<file path="config.mk">
export PLATFORM = sky130hd
export DESIGN_NAME = divu_seq_unit_flat
export DESIGN_NICKNAME = d
export VERILOG_FILES = /design/src/rtl/divu_seq_unit_if.sv /design/src/rtl/divu_seq_unit.sv /design/src/flat_wrapper.sv
export SDC_FILE = /design/constraint.sdc
export NUM_CORES = 1
export LEC_CHECK = 0
export BUFFER_PORTS_ARGS = -buffer_cell sky130_fd_sc_hd__buf_2
export CAP_MARGIN = 25
export CORE_AREA = 2 2 148 150
export DETAILED_ROUTE_END_ITERATION = 8
export DIE_AREA = 0 0 150 152
export HOLD_SLACK_MARGIN = 0.08
export SETUP_SLACK_MARGIN = 0.02
export SLEW_MARGIN = 20
export SYNTH_ARGS = -nofsm -noshare
export SYNTH_HDL_FRONTEND = slang
export SYNTH_SLANG_ARGS = --single-unit
</file>
<file path="constraint.sdc">
create_clock -name clk -period 6.8 [get_ports clk]
set_clock_uncertainty 0.15 [all_clocks]
set_input_delay 0.68 -clock clk [delete_from_list [all_inputs] [get_ports clk]]
set_output_delay 0.68 -clock clk [all_outputs]
set_load 0.01 [all_outputs]
</file>
<file path="src/rtl/divu_seq_unit_if.sv">
`default_nettype none
// ============================================================================
// Module      : divu_seq_unit_if
// Description : Request/result bundle between the EX stage and the
//               sequential unsigned divider (operands in, HI/LO and status out).
// Revision    : 1.0 - initial release
// ============================================================================
interface divu_seq_unit_if #(
    parameter int WIDTH = 32,
    parameter int CNT_W = 6
);
    logic             i_start;
    logic [WIDTH-1:0] i_dividend;
    logic [WIDTH-1:0] i_divisor;
    logic             o_busy;
    logic             o_done;
    logic             o_div_by_zero;
    logic [CNT_W-1:0] o_cycles_left;
    logic [WIDTH-1:0] o_hi;
    logic [WIDTH-1:0] o_lo;

    // Pipeline side: issues requests, observes status and results
    modport master (
        output i_start, i_dividend, i_divisor,
        input  o_busy, o_done, o_div_by_zero, o_cycles_left, o_hi, o_lo
    );

    // Divider side
    modport slave (
        input  i_start, i_dividend, i_divisor,
        output o_busy, o_done, o_div_by_zero, o_cycles_left, o_hi, o_lo
    );
endinterface
`default_nettype wire

</file>
<file path="src/rtl/divu_seq_unit.sv">
`default_nettype none
// ============================================================================
// Module      : divu_seq_unit
// Description : Multi-cycle restoring unsigned divider, one quotient bit per
//               clock. Holds HI (remainder) / LO (quotient) for MFHI/MFLO.
//               Divide-by-zero short-circuits to HI=dividend, LO=all ones.
// Revision    : 1.0 - initial release
// ============================================================================
module divu_seq_unit #(
    parameter int WIDTH = 32,
    parameter int CNT_W = 6
) (
    input  wire logic         clk,
    input  wire logic         rst_n,
    divu_seq_unit_if.slave    bus
);

    localparam logic [CNT_W-1:0] c_CNT_INIT = CNT_W'(WIDTH);
    localparam logic [CNT_W-1:0] c_CNT_ONE  = CNT_W'(1);

    typedef enum logic [1:0] {
        S_IDLE = 2'd0,
        S_RUN  = 2'd1,
        S_FIN  = 2'd2
    } state_t;

    state_t           r_state;
    state_t           w_state_next;
    logic             w_accept;
    logic             w_last;
    logic             w_div_zero;

    logic [WIDTH-1:0] r_rem;
    logic [WIDTH-1:0] r_q;
    logic [WIDTH-1:0] r_dvsr;
    logic [CNT_W-1:0] r_cnt;
    logic [WIDTH-1:0] r_hi;
    logic [WIDTH-1:0] r_lo;
    logic             r_dbz;
    logic             r_busy;
    logic             r_done;

    // Trial remainder is one bit wider than the operands so the shifted-in
    // value can exceed any divisor without wrapping; the borrow of the
    // subtraction doubles as the "trial >= divisor" decision.
    logic [WIDTH:0]   w_trial;
    logic [WIDTH:0]   w_diff;
    logic             w_ge;
    logic [WIDTH-1:0] w_rem_next;
    logic [WIDTH-1:0] w_q_next;

    // One restoring-division step on the current remainder/quotient pair
    always_comb begin
        w_trial    = {r_rem, r_q[WIDTH-1]};
        w_diff     = w_trial - {1'b0, r_dvsr};
        w_ge       = ~w_diff[WIDTH];
        w_rem_next = w_ge ? w_diff[WIDTH-1:0] : w_trial[WIDTH-1:0];
        w_q_next   = {r_q[WIDTH-2:0], w_ge};
    end

    // Control state register
    always_ff @(posedge clk or negedge rst_n) begin
        if (!rst_n) begin
            r_state <= S_IDLE;
        end else begin
            r_state <= w_state_next;
        end
    end

    // Next-state logic; FIN accepts a new request so back-to-back issue has no gap
    always_comb begin
        w_state_next = r_state;
        w_accept     = 1'b0;
        w_last       = 1'b0;
        w_div_zero   = (bus.i_divisor == '0);
        case (r_state)
            S_IDLE: begin
                if (bus.i_start) begin
                    w_accept = 1'b1;
                end
            end
            S_RUN: begin
                if (r_cnt == c_CNT_ONE) begin
                    w_last       = 1'b1;
                    w_state_next = S_FIN;
                end
            end
            S_FIN: begin
                if (bus.i_start) begin
                    w_accept = 1'b1;
                end else begin
                    w_state_next = S_IDLE;
                end
            end
            default: begin
                w_state_next = S_IDLE;
            end
        endcase
        if (w_accept) begin
            w_state_next = w_div_zero ? S_FIN : S_RUN;
        end
    end

    // Operand capture, iteration and HI/LO commit
    always_ff @(posedge clk or negedge rst_n) begin
        if (!rst_n) begin
            r_rem  <= '0;
            r_q    <= '0;
            r_dvsr <= '0;
            r_cnt  <= '0;
            r_hi   <= '0;
            r_lo   <= '0;
            r_dbz  <= 1'b0;
        end else if (w_accept) begin
            if (w_div_zero) begin
                r_hi  <= bus.i_dividend;
                r_lo  <= '1;
                r_dbz <= 1'b1;
            end else begin
                r_q    <= bus.i_dividend;
                r_dvsr <= bus.i_divisor;
                r_rem  <= '0;
                r_cnt  <= c_CNT_INIT;
            end
        end else if (r_state == S_RUN) begin
            r_rem <= w_rem_next;
            r_q   <= w_q_next;
            r_cnt <= r_cnt - c_CNT_ONE;
            if (w_last) begin
                r_hi  <= w_rem_next;
                r_lo  <= w_q_next;
                r_dbz <= 1'b0;
            end
        end
    end

    // Status flags registered from the next state so outputs come straight off flops
    always_ff @(posedge clk or negedge rst_n) begin
        if (!rst_n) begin
            r_busy <= 1'b0;
            r_done <= 1'b0;
        end else begin
            r_busy <= (w_state_next == S_RUN);
            r_done <= (w_state_next == S_FIN);
        end
    end

    assign bus.o_busy        = r_busy;
    assign bus.o_done        = r_done;
    assign bus.o_div_by_zero = r_dbz;
    assign bus.o_cycles_left = r_cnt;
    assign bus.o_hi          = r_hi;
    assign bus.o_lo          = r_lo;

endmodule
`default_nettype wire

</file>
<file path="src/flat_wrapper.sv">
// flat-port wrapper written by rule: the top's interface ports become plain ports
module divu_seq_unit_flat 
#(
    parameter int WIDTH = 32,
    parameter int CNT_W = 6
)
  (clk, rst_n, bus_i_start, bus_i_dividend, bus_i_divisor, bus_o_busy, bus_o_done, bus_o_div_by_zero, bus_o_cycles_left, bus_o_hi, bus_o_lo);
  divu_seq_unit_if #(.WIDTH(WIDTH), .CNT_W(CNT_W)) bus_i ();
  input  wire logic clk;
  input  wire logic rst_n;
  input wire logic [$bits(bus_i.i_start)-1:0] bus_i_start;
  input wire logic [$bits(bus_i.i_dividend)-1:0] bus_i_dividend;
  input wire logic [$bits(bus_i.i_divisor)-1:0] bus_i_divisor;
  output wire logic [$bits(bus_i.o_busy)-1:0] bus_o_busy;
  output wire logic [$bits(bus_i.o_done)-1:0] bus_o_done;
  output wire logic [$bits(bus_i.o_div_by_zero)-1:0] bus_o_div_by_zero;
  output wire logic [$bits(bus_i.o_cycles_left)-1:0] bus_o_cycles_left;
  output wire logic [$bits(bus_i.o_hi)-1:0] bus_o_hi;
  output wire logic [$bits(bus_i.o_lo)-1:0] bus_o_lo;
  assign bus_i.i_start = bus_i_start;
  assign bus_i.i_dividend = bus_i_dividend;
  assign bus_i.i_divisor = bus_i_divisor;
  assign bus_o_busy = bus_i.o_busy;
  assign bus_o_done = bus_i.o_done;
  assign bus_o_div_by_zero = bus_i.o_div_by_zero;
  assign bus_o_cycles_left = bus_i.o_cycles_left;
  assign bus_o_hi = bus_i.o_hi;
  assign bus_o_lo = bus_i.o_lo;
  divu_seq_unit #(.WIDTH(WIDTH), .CNT_W(CNT_W)) u_core (.clk(clk), .rst_n(rst_n), .bus(bus_i));
endmodule
</file>
# ---- Word-level counts from Yosys, hierarchy flattened
# Cells that the tools add are included.
dict set report word_totals {
  mem_bits_ro 0
  latchBits 0
  wordCells 60
  mem_bits_rw 0
  in_bits 67
  reg_bits 171
  out_inout_bits 73
  mem_count 0
}
dict set report classes {
  shift 0
  div 0
  multipliers 0
  magnitude_cmp 0
  n_reduce_logical 8
  n_bitwise 2
  n_addsub 2
  mux 31
  n_eq_ne 7
}
# op count
set op_table {}
lappend op_table {{$mux 32} 15}
lappend op_table {{$sub 33x32->33} 1}
lappend op_table {{$logic_not 32->1} 1}
lappend op_table {{$mux 6} 3}
lappend op_table {{$mux 1} 8}
lappend op_table {{$mux 2} 4}
lappend op_table {{$eq 6x1->1 const B} 1}
lappend op_table {{$pmux 2 s3} 1}
lappend op_table {{$sub 6x1->6 const B} 1}
lappend op_table {{$eq 2x1->1 const B} 2}
lappend op_table {{$eq 2x2->1 const B} 2}
lappend op_table {{$ne 2x2->1 const B} 2}
lappend op_table {{$reduce_and 2->1} 2}
lappend op_table {{$reduce_bool 2->1} 2}
lappend op_table {{$reduce_and 3->1} 1}
lappend op_table {{$logic_not 2->1} 1}
lappend op_table {{$not 1->1} 2}
lappend op_table {{$reduce_or 2->1} 1}

# ---- Longest topological paths before layout
# Gate-level depths: netlist of the first run.
dict set report depth {
  ltp_word 6
  mapped_depth 13
  mapped_depth_nobuf 11
}

# ---- Least setup slack after synthesis of the first run
# OpenSTA, ideal clock, no wires.
dict set report synth_timing {
  path_type {reg-to-reg}
  startpoint {reg u_core.r_q[31]}
  endpoint {reg u_core.r_hi[26], in the netlist u_core.bus.o_hi[26]}
  t_required_ns 6.568
  n_path_buf 2
  arrival_time_ns 2.634
  stages_incl_launch_ff 14
  period_less_slack_ns 2.866
  setup_ns 0.082
  path_slack_ns 3.934
  cell_sequence {dfrtp_1 inv_1 ha_1 fa_1 nand2b_1 a211oi_1 o21a_1 o21ai_1 and3_1 buf_4 nor2_8 buf_8 o2111ai_2 a31oi_1}
}
dict set report synth_between {
  elab_chain_len 5
}
# item line_no
set synth_lines {}
lappend synth_lines {{start, declared} divu_seq_unit.sv:34} ;# logic [WIDTH-1:0] r_q;
lappend synth_lines {{start signal, assigned} divu_seq_unit.sv:120} ;# r_q <= bus.i_dividend;
lappend synth_lines {{start signal, assigned} divu_seq_unit.sv:127} ;# r_q <= w_q_next;
lappend synth_lines {{$sub 33x32->33} divu_seq_unit.sv:55} ;# w_diff = w_trial - {1'b0, r_dvsr};
lappend synth_lines {{$mux 32} divu_seq_unit.sv:57} ;# w_rem_next = w_ge ? w_diff[WIDTH-1:0] : w_trial[WIDTH-1:0];
lappend synth_lines {{$mux 32} divu_seq_unit.sv:129} ;# if (w_last) begin
lappend synth_lines {{$mux 32} divu_seq_unit.sv:125} ;# end else if (r_state == S_RUN) begin
lappend synth_lines {{$mux 32} divu_seq_unit.sv:114} ;# end else if (w_accept) begin
lappend synth_lines {{end signal, assigned} divu_seq_unit.sv:116} ;# r_hi <= bus.i_dividend;
lappend synth_lines {{end signal, assigned} divu_seq_unit.sv:130} ;# r_hi <= w_rem_next;
lappend synth_lines {{end, declared} divu_seq_unit.sv:37} ;# logic [WIDTH-1:0] r_hi;
# No other way between the ends. The select of a mux whose other input is x is not followed.
# A chain may end at the register's enable or synchronous reset.

# ---- Worst setup path in the final report of the first run
dict set report layout_timing {
  startpoint {reg u_core.r_q[31]}
  endpoint {reg u_core.r_hi[17], in the netlist u_core.bus.o_hi[17]}
}
# Same word-level chain as after synthesis.

==> results.md, run 1 <==
- FF+latch count, synth: 171
- HPWL after DPL: around 21 mm
- Setup violators final: 0
- Prevailing post-synth register cell: dfrtp_1
- Cts hold-fix bufs: 0
- Final hold violation count: 0
- Period utilization: 0.600
- Initial DRC count: ~750
- Port buffer count: 139
- CTS resizes: 0
- Setup tns final: 0 ps
- Die Y: 152 µm
- Seq/Total Area, Yosys: 0.455
- Final core utilization: 0.513
- CTS Buf Count: 17
- Wire per inst: between 15 and 20 µm
- Cells after synthesis: about 1.1k
- Worst relative slew slack: 0.417
- Fillers: 2079
- Startpoint types: flip-flop
- Post-DRT Antenna Nets: 0
- Synth Cell Area: between 0.009 and 0.01 mm²
- RSZ-0062 raised after global routing: false
- Post-CTS Setup Bufs: 0
- DIE WIDTH: ~150 µm
- Via density: ~5.7
- Worst-path cell chain: inv_1 > ha_1 > fa_1 > nand2b_1 > a211oi_1 > o21ai_1 > a21boi_2 > o31a_1 > nor4_1 > o21ai_0 > a31oi_1
- Peak Freq: around 250 MHz
- Pre-antenna DRT Iters: 5
- Buf/Inv on CP: 1
- Fraction of final layout cells sized beyond drive strength 1: 0.197
- N_diodes: 0
- Pwr Density: 629 mW/mm²
- Nets@finish: 1275
- DRC viols: 0
- GRT Overall Usage: 0.251
- Top-Level Pins: 140
- FF/Latch Area: 0.00428 mm²
- Area Overhead vs Synth: 16.3%
- Vias: ~8.3k
- Slew Viols, Final: 0
- GRT overflow: 0
- Ys Warns: 0
- First-pass GRT wire length: approximately 44 mm
- Worst path max stage delay: about 730 ps
- Htree depth: 4
- Element type at the critical path end: flip-flop
- Root Buffer: clkbuf_16
- Vias in the first global route: around 7.9k
- Outcome: completed
- Die area: 0.0228 mm²
- Crit path DAT: 4210 ps
- Skew-Pair Late Insertion Delay: around 430 ps
- Setup Crit Path Kind: reg2reg
- Leak: 4.95 nW
- Critical Path Fanout Max: 19
- Synthesized net count: ~1.2k
- Core area: around 0.021 mm²
- Clk slew on worst S/H paths: 80 ps
- Max-Cap Viols: 0
- Final wirelength: about 28 mm
- Max stage delay cell, worst path: o31a_1
- Post-synth EDFFs: 0
- Avg Synthesized Cell Area: roughly 8.8 µm²
- Initial antenna violation count: 0
- Starting Density: 0.441
- Crit path max-delay family: compound AO/OA/AOI/OAI gates
- Final Critical Period: between 4000 and 5000 ps
- FP Rows: 54
- Clk buf depth: 2
- RePlAce Congestion: 0.896
- Pin count of the biggest net entering global routing: between 90 and 100
- Clock sink count: 171
- CTS tree: yes
- Library cells used by synthesis: 67
- Worst slew pin tran: 875 ps
- Hold crit path type: in2async
- Critical Path RT: roughly 6900 ps
- Multi-input logic area: 0.00471 mm²
- Synth async-reset ratio: 1.00
- Maximum VDD drop: 0.338 mV
[area by class of cell]
| type | count | share of cell area |
|---|---|---|
| Sequential cell | 171 | 0.391 |
| Clock buffer | 17 | 0.0389 |
| Clock inverter | 15 | 0.0175 |
| Multi-Input combinational cell | 786 | 0.431 |
| Inverter | 46 | 0.0158 |
| Timing Repair Buffer | 151 | 0.0745 |
| Tap cell | 280 | 0.0320 |
[registers in the layout, indices dropped and copies added (netlist names)]
| register | cells |
|---|---|
| u_core.bus.o_div_by_zero | 1 |
| u_core.r_rem | 32 |
| u_core.r_dvsr | 32 |
| u_core.r_q | 32 |
| u_core.bus.o_cycles_left | 6 |
| u_core.bus.o_done | 1 |
| u_core.r_state | 2 |
| u_core.bus.o_hi | 32 |
| u_core.bus.o_busy | 1 |
| u_core.bus.o_lo | 32 |
[stage by stage]
stage	total power [mW]	hold slack, ps	cell area [µm²]	setup WS, ps	std cells
floorplan	4.71	234	9410	3930	1065
global placement	5.81	323	10300	2410	1431
detailed placement	5.87	333	10300	2390	1432
CTS	6.88	209	10900	2720	1464
global route	7.44	257	10900	2490	1466
finish	6.89	188	10900	2720	1466
[worst paths after layout]
| check | slack, ps | startpoint | depth (start not counted) | endpoint |
|---|---|---|---|---|
| worst min-delay path | 190 | rst_n | 1 | u_core.r_dvsr[1] |
| worst max register to register | 2720 | u_core.r_q[31] | 11 | u_core.bus.o_hi[17] |
| max in group asynchronous | 5050 | rst_n | 2 | u_core.r_rem[29] |
| worst min register to register | 350 | u_core.bus.o_div_by_zero | 2 | u_core.bus.o_div_by_zero |
| worst max-delay path | 2720 | u_core.r_q[31] | 11 | u_core.bus.o_hi[17] |
| min in group clk | 340 | bus_i_divisor[5] | 2 | u_core.r_dvsr[5] |
[cell usage in the layout, fill, tap and decap left out, drive strengths merged, types with 34 or more instances in the layout]
| master | n |
|---|---|
| a21oi | 49 |
| a31oi | 54 |
| buf | 151 |
| dfrtp | 171 |
| ha | 34 |
| inv | 53 |
| mux2 | 34 |
| nand2 | 193 |
| nor2 | 78 |
| o21ai | 126 |
[cells by family (layout without fill, tap and decap cells)]
kind of cell	after synthesis	after routing	synth area share
flops	171	171	0.455
fa+ha+maj	35	35	0.0473
simple gates	376	376	0.178
xor+xnor	21	21	0.0195
compound gates	311	311	0.203
mux	43	43	0.0503
buf+inv	108	229	0.0476
[layer usage]
metal | GRT usage | part of all wire | wire, µm | vias up
li1 | - | - | - | 3988
met1 | 0.351 | 0.46 | 12700 | 4042
met2 | 0.396 | 0.47 | 13100 | 220
met3 | 0.0420 | 0.044 | 1240 | 46
met4 | 0.0840 | 0.031 | 865 | 0
met5 | 0 | 0 | 0 | -
[synthesized netlist by cell type, drive strengths merged (3+ instances only)]
| master | n | area share |
|---|---|---|
| or3 | 15 | 0.010 |
| a31oi | 54 | 0.036 |
| mux2 | 34 | 0.041 |
| o21bai | 4 | 0.0032 |
| nand3 | 13 | 0.0074 |
| ha | 34 | 0.045 |
| nor2 | 78 | 0.033 |
| xnor2 | 9 | 0.0084 |
| a21oi | 49 | 0.028 |
| o31a | 4 | 0.0037 |
| xor2 | 12 | 0.011 |
| o22ai | 3 | 0.0020 |
| a21o | 6 | 0.0048 |
| mux2i | 9 | 0.0096 |
| nor4 | 15 | 0.010 |
| nand2 | 193 | 0.077 |
| a211oi | 9 | 0.0072 |
| o2bb2ai | 3 | 0.0028 |
| o211ai | 8 | 0.0064 |
| o21ai | 126 | 0.067 |
| buf | 15 | 0.011 |
| o21a | 4 | 0.0032 |
| and2 | 8 | 0.0053 |
| o31ai | 7 | 0.0056 |
| nand4 | 5 | 0.0033 |
| clkbuf | 47 | 0.019 |
| dfrtp | 171 | 0.45 |
| nor2b | 8 | 0.0053 |
| inv | 46 | 0.018 |
| nor3 | 19 | 0.010 |
| nand2b | 4 | 0.0027 |
| a21boi | 17 | 0.014 |
| and3 | 9 | 0.0060 |
[where the power goes]
group	switching [mW]	internal (mW)
combinational	2.44	1.51
sequential	0.390	1.55
clock	0.494	0.503
total	3.32	3.57
Note: power is estimated with default switching activity, not from simulation.
==> run 2: changes to the inputs <==
--- a/config.mk
+++ b/config.mk
@@ -5,12 +5,14 @@
 export SDC_FILE = /design/constraint.sdc
 export NUM_CORES = 1
 export LEC_CHECK = 0
+export ABC_AREA = 1
 export BUFFER_PORTS_ARGS = -buffer_cell sky130_fd_sc_hd__buf_2
 export CAP_MARGIN = 25
-export CORE_AREA = 2 2 148 150
+export CORE_AREA = 2 2 159 161
 export DETAILED_ROUTE_END_ITERATION = 8
-export DIE_AREA = 0 0 150 152
+export DIE_AREA = 0 0 161 163
 export HOLD_SLACK_MARGIN = 0.08
+export PLACE_DENSITY = 0.66
 export SETUP_SLACK_MARGIN = 0.02
 export SLEW_MARGIN = 20
 export SYNTH_ARGS = -nofsm -noshare
==> constraint.sdc (replaced) <==
create_clock -name clk -period 3.3 [get_ports clk]
set_clock_uncertainty 0.15 [all_clocks]
set_input_delay 0.33 -clock clk [delete_from_list [all_inputs] [get_ports clk]]
set_output_delay 0.33 -clock clk [all_outputs]
set_load 0.01 [all_outputs]
==> results.md, run 2 <==
- Critical Path RT: about 3500 ps
- Synthesized net count: ~1.7k
- GRT overflow: 0
- Setup violators final: 0
- Top-Level Pins: between 100 and 150
- Top-area cell type share of the netlist area: 0.395
- DRC viols: 0
- Pin count of the biggest net entering global routing: slightly above 100
- Die Y: around 160 µm
- Synth top cells by count: 521 x nand2_1, 279 x inv_1, 171 x dfrtp_1
- Ys Warns: 0
- Synth async-reset ratio: 1.00
- Slew Viols, Final: 0
- Root Buffer: clkbuf_16
- Startpoint types: flip-flop
- Critical Path Fanout Max: 18
- Cts hold-fix bufs: 37
- GRT Overall Usage: 0.233
- Die area: between 0.02 and 0.03 mm²
- Nets@finish: ~1.8k
- Vias in the first global route: around 9.6k
- Sequential power share: 0.254
- Htree depth: 4
- Final hold violation count: 0
- Sw Share: 0.508
- Maximum VDD drop: 0.443 mV
- Largest family of logic cells by synthesized area: simple AND/OR/NAND/NOR gates
- Crit path DAT: 3140 ps
- FP Rows: slightly below 60
- Sw power: around 7.4 mW
- Area leader, netlist: dfrtp_1
- Peak Freq: roughly 340 MHz
- N_diodes: 0
- Vias: roughly 10k
- Pwr Density: 1140 mW/mm²
- Combinational share of power: 0.602
- First-pass GRT wire length: 48.4 mm
- Most numerous cell in the Yosys netlist: nand2_1
- Post-DRT Antenna Nets: 0
- Most common cell after layout, fill and taps aside: nand2_1
- CTS resizes: 0
- Setup Crit Path Kind: reg2reg
- HPWL after DPL: around 22 mm
- Final wirelength: 29.5 mm
- Skew-Pair Late Insertion Delay: 440 ps
- FF+latch count, synth: around 170
- Initial DRC count: between 600 and 700
- Final Critical Period: roughly 3000 ps
- Synth Cell Area: approximately 0.011 mm²
- Post-synthesis mux area share: 0
- Port buffer count: between 100 and 150
- Setup tns final: 0 ps
- Initial antenna violation count: 0
- Area Overhead vs Synth: 17.6%
- Post-Synth Adder-Cell Area: 0.0411
- Clk slew on worst S/H paths: 80 ps
- Worst relative slew slack: 0.360
- Cell Int Power: ~7.1 mW
- Seq/Total Area, Yosys: 0.395
- RePlAce Congestion: a little under 1
- Cells after synthesis: ~1.6k
- Core area: between 0.02 and 0.025 mm²
- Avg Synthesized Cell Area: about 7 µm²
- Post-synthesis simple-gate area fraction: 0.333
- Final core utilization: 0.516
- Worst slew pin tran: 960 ps
- CTS tree: yes
- Clock sink count: about 170
- Fraction of final layout cells sized beyond drive strength 1: 0.166
- Synth Area in Compound Gates: 0.0871
- Library cells used by synthesis: 37
- Prevailing post-synth register cell: dfrtp_1
- XOR/XNOR Fraction of Synth Area: 0.0137
- RSZ-0062 raised after global routing: false
- Outcome: completed
- Starting Density: 0.439
- Clk buf depth: 2
- Element type at the critical path end: flip-flop
- DIE WIDTH: 161 µm
- Hold crit path type: in2reg
- Pre-antenna DRT Iters: 7
- Leak: between 7 and 8 nW
- Synth area leaders: dfrtp_1 40%, nand2_1 18%, inv_1 9.7%
- Period utilization: 0.885
- CTS Buf Count: 17
- Max-Cap Viols: 0
- Most frequent cells in the layout: 518 x nand2_1, 278 x inv_1, 171 x dfrtp_1, 138 x buf_2, 96 x o21ai_0
- Post-CTS Setup Bufs: 0
- Via density: 4.85
- Clk pwr share: 0.144
- Wire per inst: ~14 µm
- Post-synth EDFFs: 0
## run 2: cell types whose count changed after synthesis, sizes merged, moves of 17 or more
cell and delta:
a21boi -17, a21oi +35, inv +237, o21ai -30, nand2 +339, mux2 -34
nand3 +112, or2 +33, a31oi -53
## run 2: critical path: stages (launching register included)
cell and delay (ps):
dfrtp_1 370, inv_1 90, ha_1 220, fa_1 400, inv_1 80, nand2_1 50
nand2_1 70, nand3_1 60, nand2_1 150, nand2_1 80, nand2_2 100, nand2_2 80
nand2_2 80, nand2_2 60, nand2_4 240, buf_12 210, nand3_2 80, nand3_1 150
nand2_1 70, inv_1 60
## run 2: area by class of cell
cell class                      count  area (µm²)
Sequential cell                   171        4280
Inverter                          285        1070
Multi-Input combinational cell   1046        5150
Fill cell                        2515       11900
Timing Repair Buffer              188        1200
Clock buffer                       17         425
Clock inverter                     15         195
Tap cell                          330         413
## run 2: routing by layer
metal | GRT usage | up-vias | routed length, µm
li1 | - | 5080 | -
met1 | 0.295 | 4545 | 12700
met2 | 0.401 | 276 | 14400
met3 | 0.0405 | 59 | 1480
met4 | 0.0844 | 0 | 869
met5 | 0 | - | 0
## run 2: kinds of logic (layout without fill, tap and decap cells)
logic type / count (synthesis) / in the layout
xor gates and xnor gates: 17 / 17
and+or+nand+nor: 808 / 808
DFF: 171 / 171
buffers and inverters: 342 / 505
AOI/OAI and AO/OA: 186 / 186
adders and majority gates: 35 / 35
## run 2: power groups by stage
stage               logic [mW]  clock network, mW  registers (mW)
finish                    8.72               2.09            3.68
CTS                       8.73               2.12            3.68
detailed placement        8.65                  0            3.71
global placement          8.52                  0            3.70
floorplan                 6.46                  0            3.76
global route              9.96               2.20            3.80
## run 2: through the flow
stage          std cells  hold slack (ps)  instance area [µm²]  setup slack, ps  total power [mW]
6_report            2052             88.5                12700              380              14.5
3_5_place_dp        1983              316                11700              412              12.4
4_1_cts             2052             83.0                12700              381              14.5
5_1_grt             2052              126                12700              106              16.0
3_3_place_gp        1983              311                11700              448              12.2
2_1_floorplan       1559             -116                10800              965              10.2
## run 2: final timing paths
check                      slack (ps)                   to  depth (start not counted)               from
max                               380  u_core.bus.o_hi[14]                         19     u_core.r_q[31]
min                                90        u_core.r_q[4]                          5  bus_i_dividend[4]
max reg2reg                       380  u_core.bus.o_hi[14]                         19     u_core.r_q[31]
min reg2reg                       340    u_core.r_dvsr[16]                          2  u_core.r_dvsr[16]
max in group asynchronous        1810  u_core.bus.o_lo[29]                          3              rst_n
min in group asynchronous         370   u_core.bus.o_hi[5]                          2              rst_n
==> run 3: changes to the inputs <==
--- a/config.mk
+++ b/config.mk
@@ -12,7 +12,7 @@
 export DETAILED_ROUTE_END_ITERATION = 8
 export DIE_AREA = 0 0 161 163
 export HOLD_SLACK_MARGIN = 0.08
-export PLACE_DENSITY = 0.66
+export PLACE_DENSITY = 0.69
 export SETUP_SLACK_MARGIN = 0.02
 export SLEW_MARGIN = 20
 export SYNTH_ARGS = -nofsm -noshare
==> results.md, run 3 (same netlist as run 2, synthesis figures left out) <==
- Post-CTS Setup Bufs: 0
- Pre-antenna DRT Iters: 7
- Worst path max stage delay: between 400 and 500 ps
- Final hold violation count: 0
- Most frequent cells in the layout: 518 x nand2_1, 278 x inv_1, 171 x dfrtp_1, 138 x buf_2, 96 x o21ai_0
- Hold_sp: bus_i_dividend[23]
- Worst R2R Setup Slack: roughly 340 ps
- Max-Cap Viols: 0
- Port buffer count: around 140
- CTS tree: yes
- Via density: around 4.9
- Leak: 7.15 nW
- Most common cell after layout, fill and taps aside: nand2_1
- Nets@finish: about 1.8k
- CTS resizes: 0
- DIE WIDTH: ~160 µm
- Vias: between 10k and 15k
- Pwr Density: 1140 mW/mm²
- CP startpoint: u_core.r_q[31]
- Outcome: completed
- Vias in the first global route: 9895
- Clock sink count: 171
- Hold crit path type: in2reg
- Critical Path RT: around 3500 ps
- Max stage delay cell, worst path: fa_1
- Slew Viols, Final: 0
- RSZ-0062 raised after global routing: false
- Starting Density: 0.439
- Wl on met1: roughly 13 mm
- Setup violators final: 0
- Placed instance count: roughly 2.0k
- Filler-free cell count of the finished design: roughly 2.1k
- Startpoint types: flip-flop
- Origin of the critical flop-to-flop path: u_core.r_q[31]
- Crit path DAT: 3180 ps
- Crit path max-delay family: simple AND/OR/NAND/NOR gates
- Cell repeated most along the worst path: nand2_1
- Final Critical Period: slightly below 3000 ps
- Skew-Pair Late Insertion Delay: between 400 and 500 ps
- Clk buf depth: 2
- Area Overhead vs Synth: 17.2%
- Top sig layer: met4
- Buf/Inv on CP: 2
- Top-Level Pins: between 100 and 150
- Worst slew pin tran: ~890 ps
- Worst relative slew slack: 0.409
- Post-DRT Antenna Nets: 0
- Htree depth: 4
- Cts hold-fix bufs: 33
- FP Rows: between 50 and 60
- Root Buffer: clkbuf_16
- Peak Freq: around 340 MHz
- Maximum VDD drop: roughly 0.54 mV
- Final wirelength: ~30 mm
- Initial DRC count: approximately 700
- Die Y: around 160 µm
- Die area: approximately 0.026 mm²
- CTS Buf Count: 17
- DRC viols: 0
- Met3 Wirelength: about 1.6 mm
- Pin count of the biggest net entering global routing: 70
- HPWL after DPL: about 22 mm
- Element type at the critical path end: flip-flop
- Fraction of final layout cells sized beyond drive strength 1: 0.166
- Fillers: ~2.5k
- First-pass GRT wire length: 49.0 mm
- Clk slew on worst S/H paths: around 70 ps
- GRT Overall Usage: 0.235
- Wire length on met2: about 15 mm
- Setup tns final: 0 ps
- Initial antenna violation count: 0
- Power Total: ~14 mW
- RePlAce Congestion: around 0.99
- Critical Path Fanout Max: 33
- Period utilization: 0.897
- Wire per inst: between 10 and 15 µm
- Worst hold margin: a little under 90 ps
- Worst-path cell chain: inv_1 > ha_1 > fa_1 > inv_1 > nand2_1 > nand2_1 > nand3_1 > nand2_1 > nand2_1 > nand2_2 > nand2_2 > nand2_2 > nand2_2 > nand2_4 > nand3_1 > nand2_1 > nand2_1 > nand2_1
- Setup Crit Path Kind: reg2reg
- GRT overflow: 0
- Core area: approximately 0.025 mm²
-- run 3: changes by cell type in the layout (fill, tap and decap cells not counted), sizes merged, moves of 2 or more --
| cell | previous run | this run |
|---|---|---|
| clkinv | 10 | 4 |
| dlygate4sd3 | 37 | 33 |
| buf | 151 | 153 |
| bufinv | 0 | 2 |
| inv | 289 | 291 |
-- run 3: final timing paths --
path / to / cells past startpoint
worst max-delay path: u_core.r_rem[25] / 18
worst min-delay path: u_core.r_q[23] / 5
worst max register to register: u_core.r_rem[25] / 18
worst min register to register: u_core.r_dvsr[17] / 2
max in group asynchronous: u_core.r_dvsr[16] / 3
min in group asynchronous: u_core.r_dvsr[8] / 2
-- run 3: power breakdown --
group          total, mW  switching (mW)  internal [mW]
combinational       8.70            5.74           2.96
sequential          3.66           0.586           3.08
clock               2.11           0.960           1.15
total               14.5            7.29           7.19
-- run 3: area by class of cell --
type                    instances  area, µm²  share of cell area
diodes                          1       2.50            0.000197
well taps                     330        413              0.0325
repair buffers                186       1170              0.0922
inverters                     285       1070              0.0843
flip-flops and latches        171       4280               0.337
multi-input cells            1046       5150               0.406
clock buffers                  18        429              0.0338
clock inverters                14        175              0.0138
-- run 3: per-layer routing --
metal  vias to the layer above  global-route usage
met1                      4616               0.301
li1                       5069                   -
met2                       292               0.410
met5                         -                   0
met3                        47              0.0357
met4                         0              0.0714
-- run 3: stage by stage --
step | util | cell area [µm²] | setup slack (ps)
global route | 0.514 | 12700 | 62.7
detailed placement | 0.475 | 11700 | 390
finish | 0.514 | 12700 | 340
CTS | 0.513 | 12700 | 363
global placement | 0.475 | 11700 | 467
floorplan | - | 10800 | 965
-- run 3: worst reg2reg max path: stages (launching register included) --
cell     delay (ps)
dfrtp_1         360
inv_1            70
ha_1            220
fa_1            420
inv_1            90
nand2_1          50
nand2_1          70
nand3_1          70
nand2_1         140
nand2_1          80
nand2_2         100
nand2_2          80
nand2_2          80
nand2_2          60
nand2_4         410
nand3_1         210
nand2_1         120
nand2_1          50
nand2_1          60
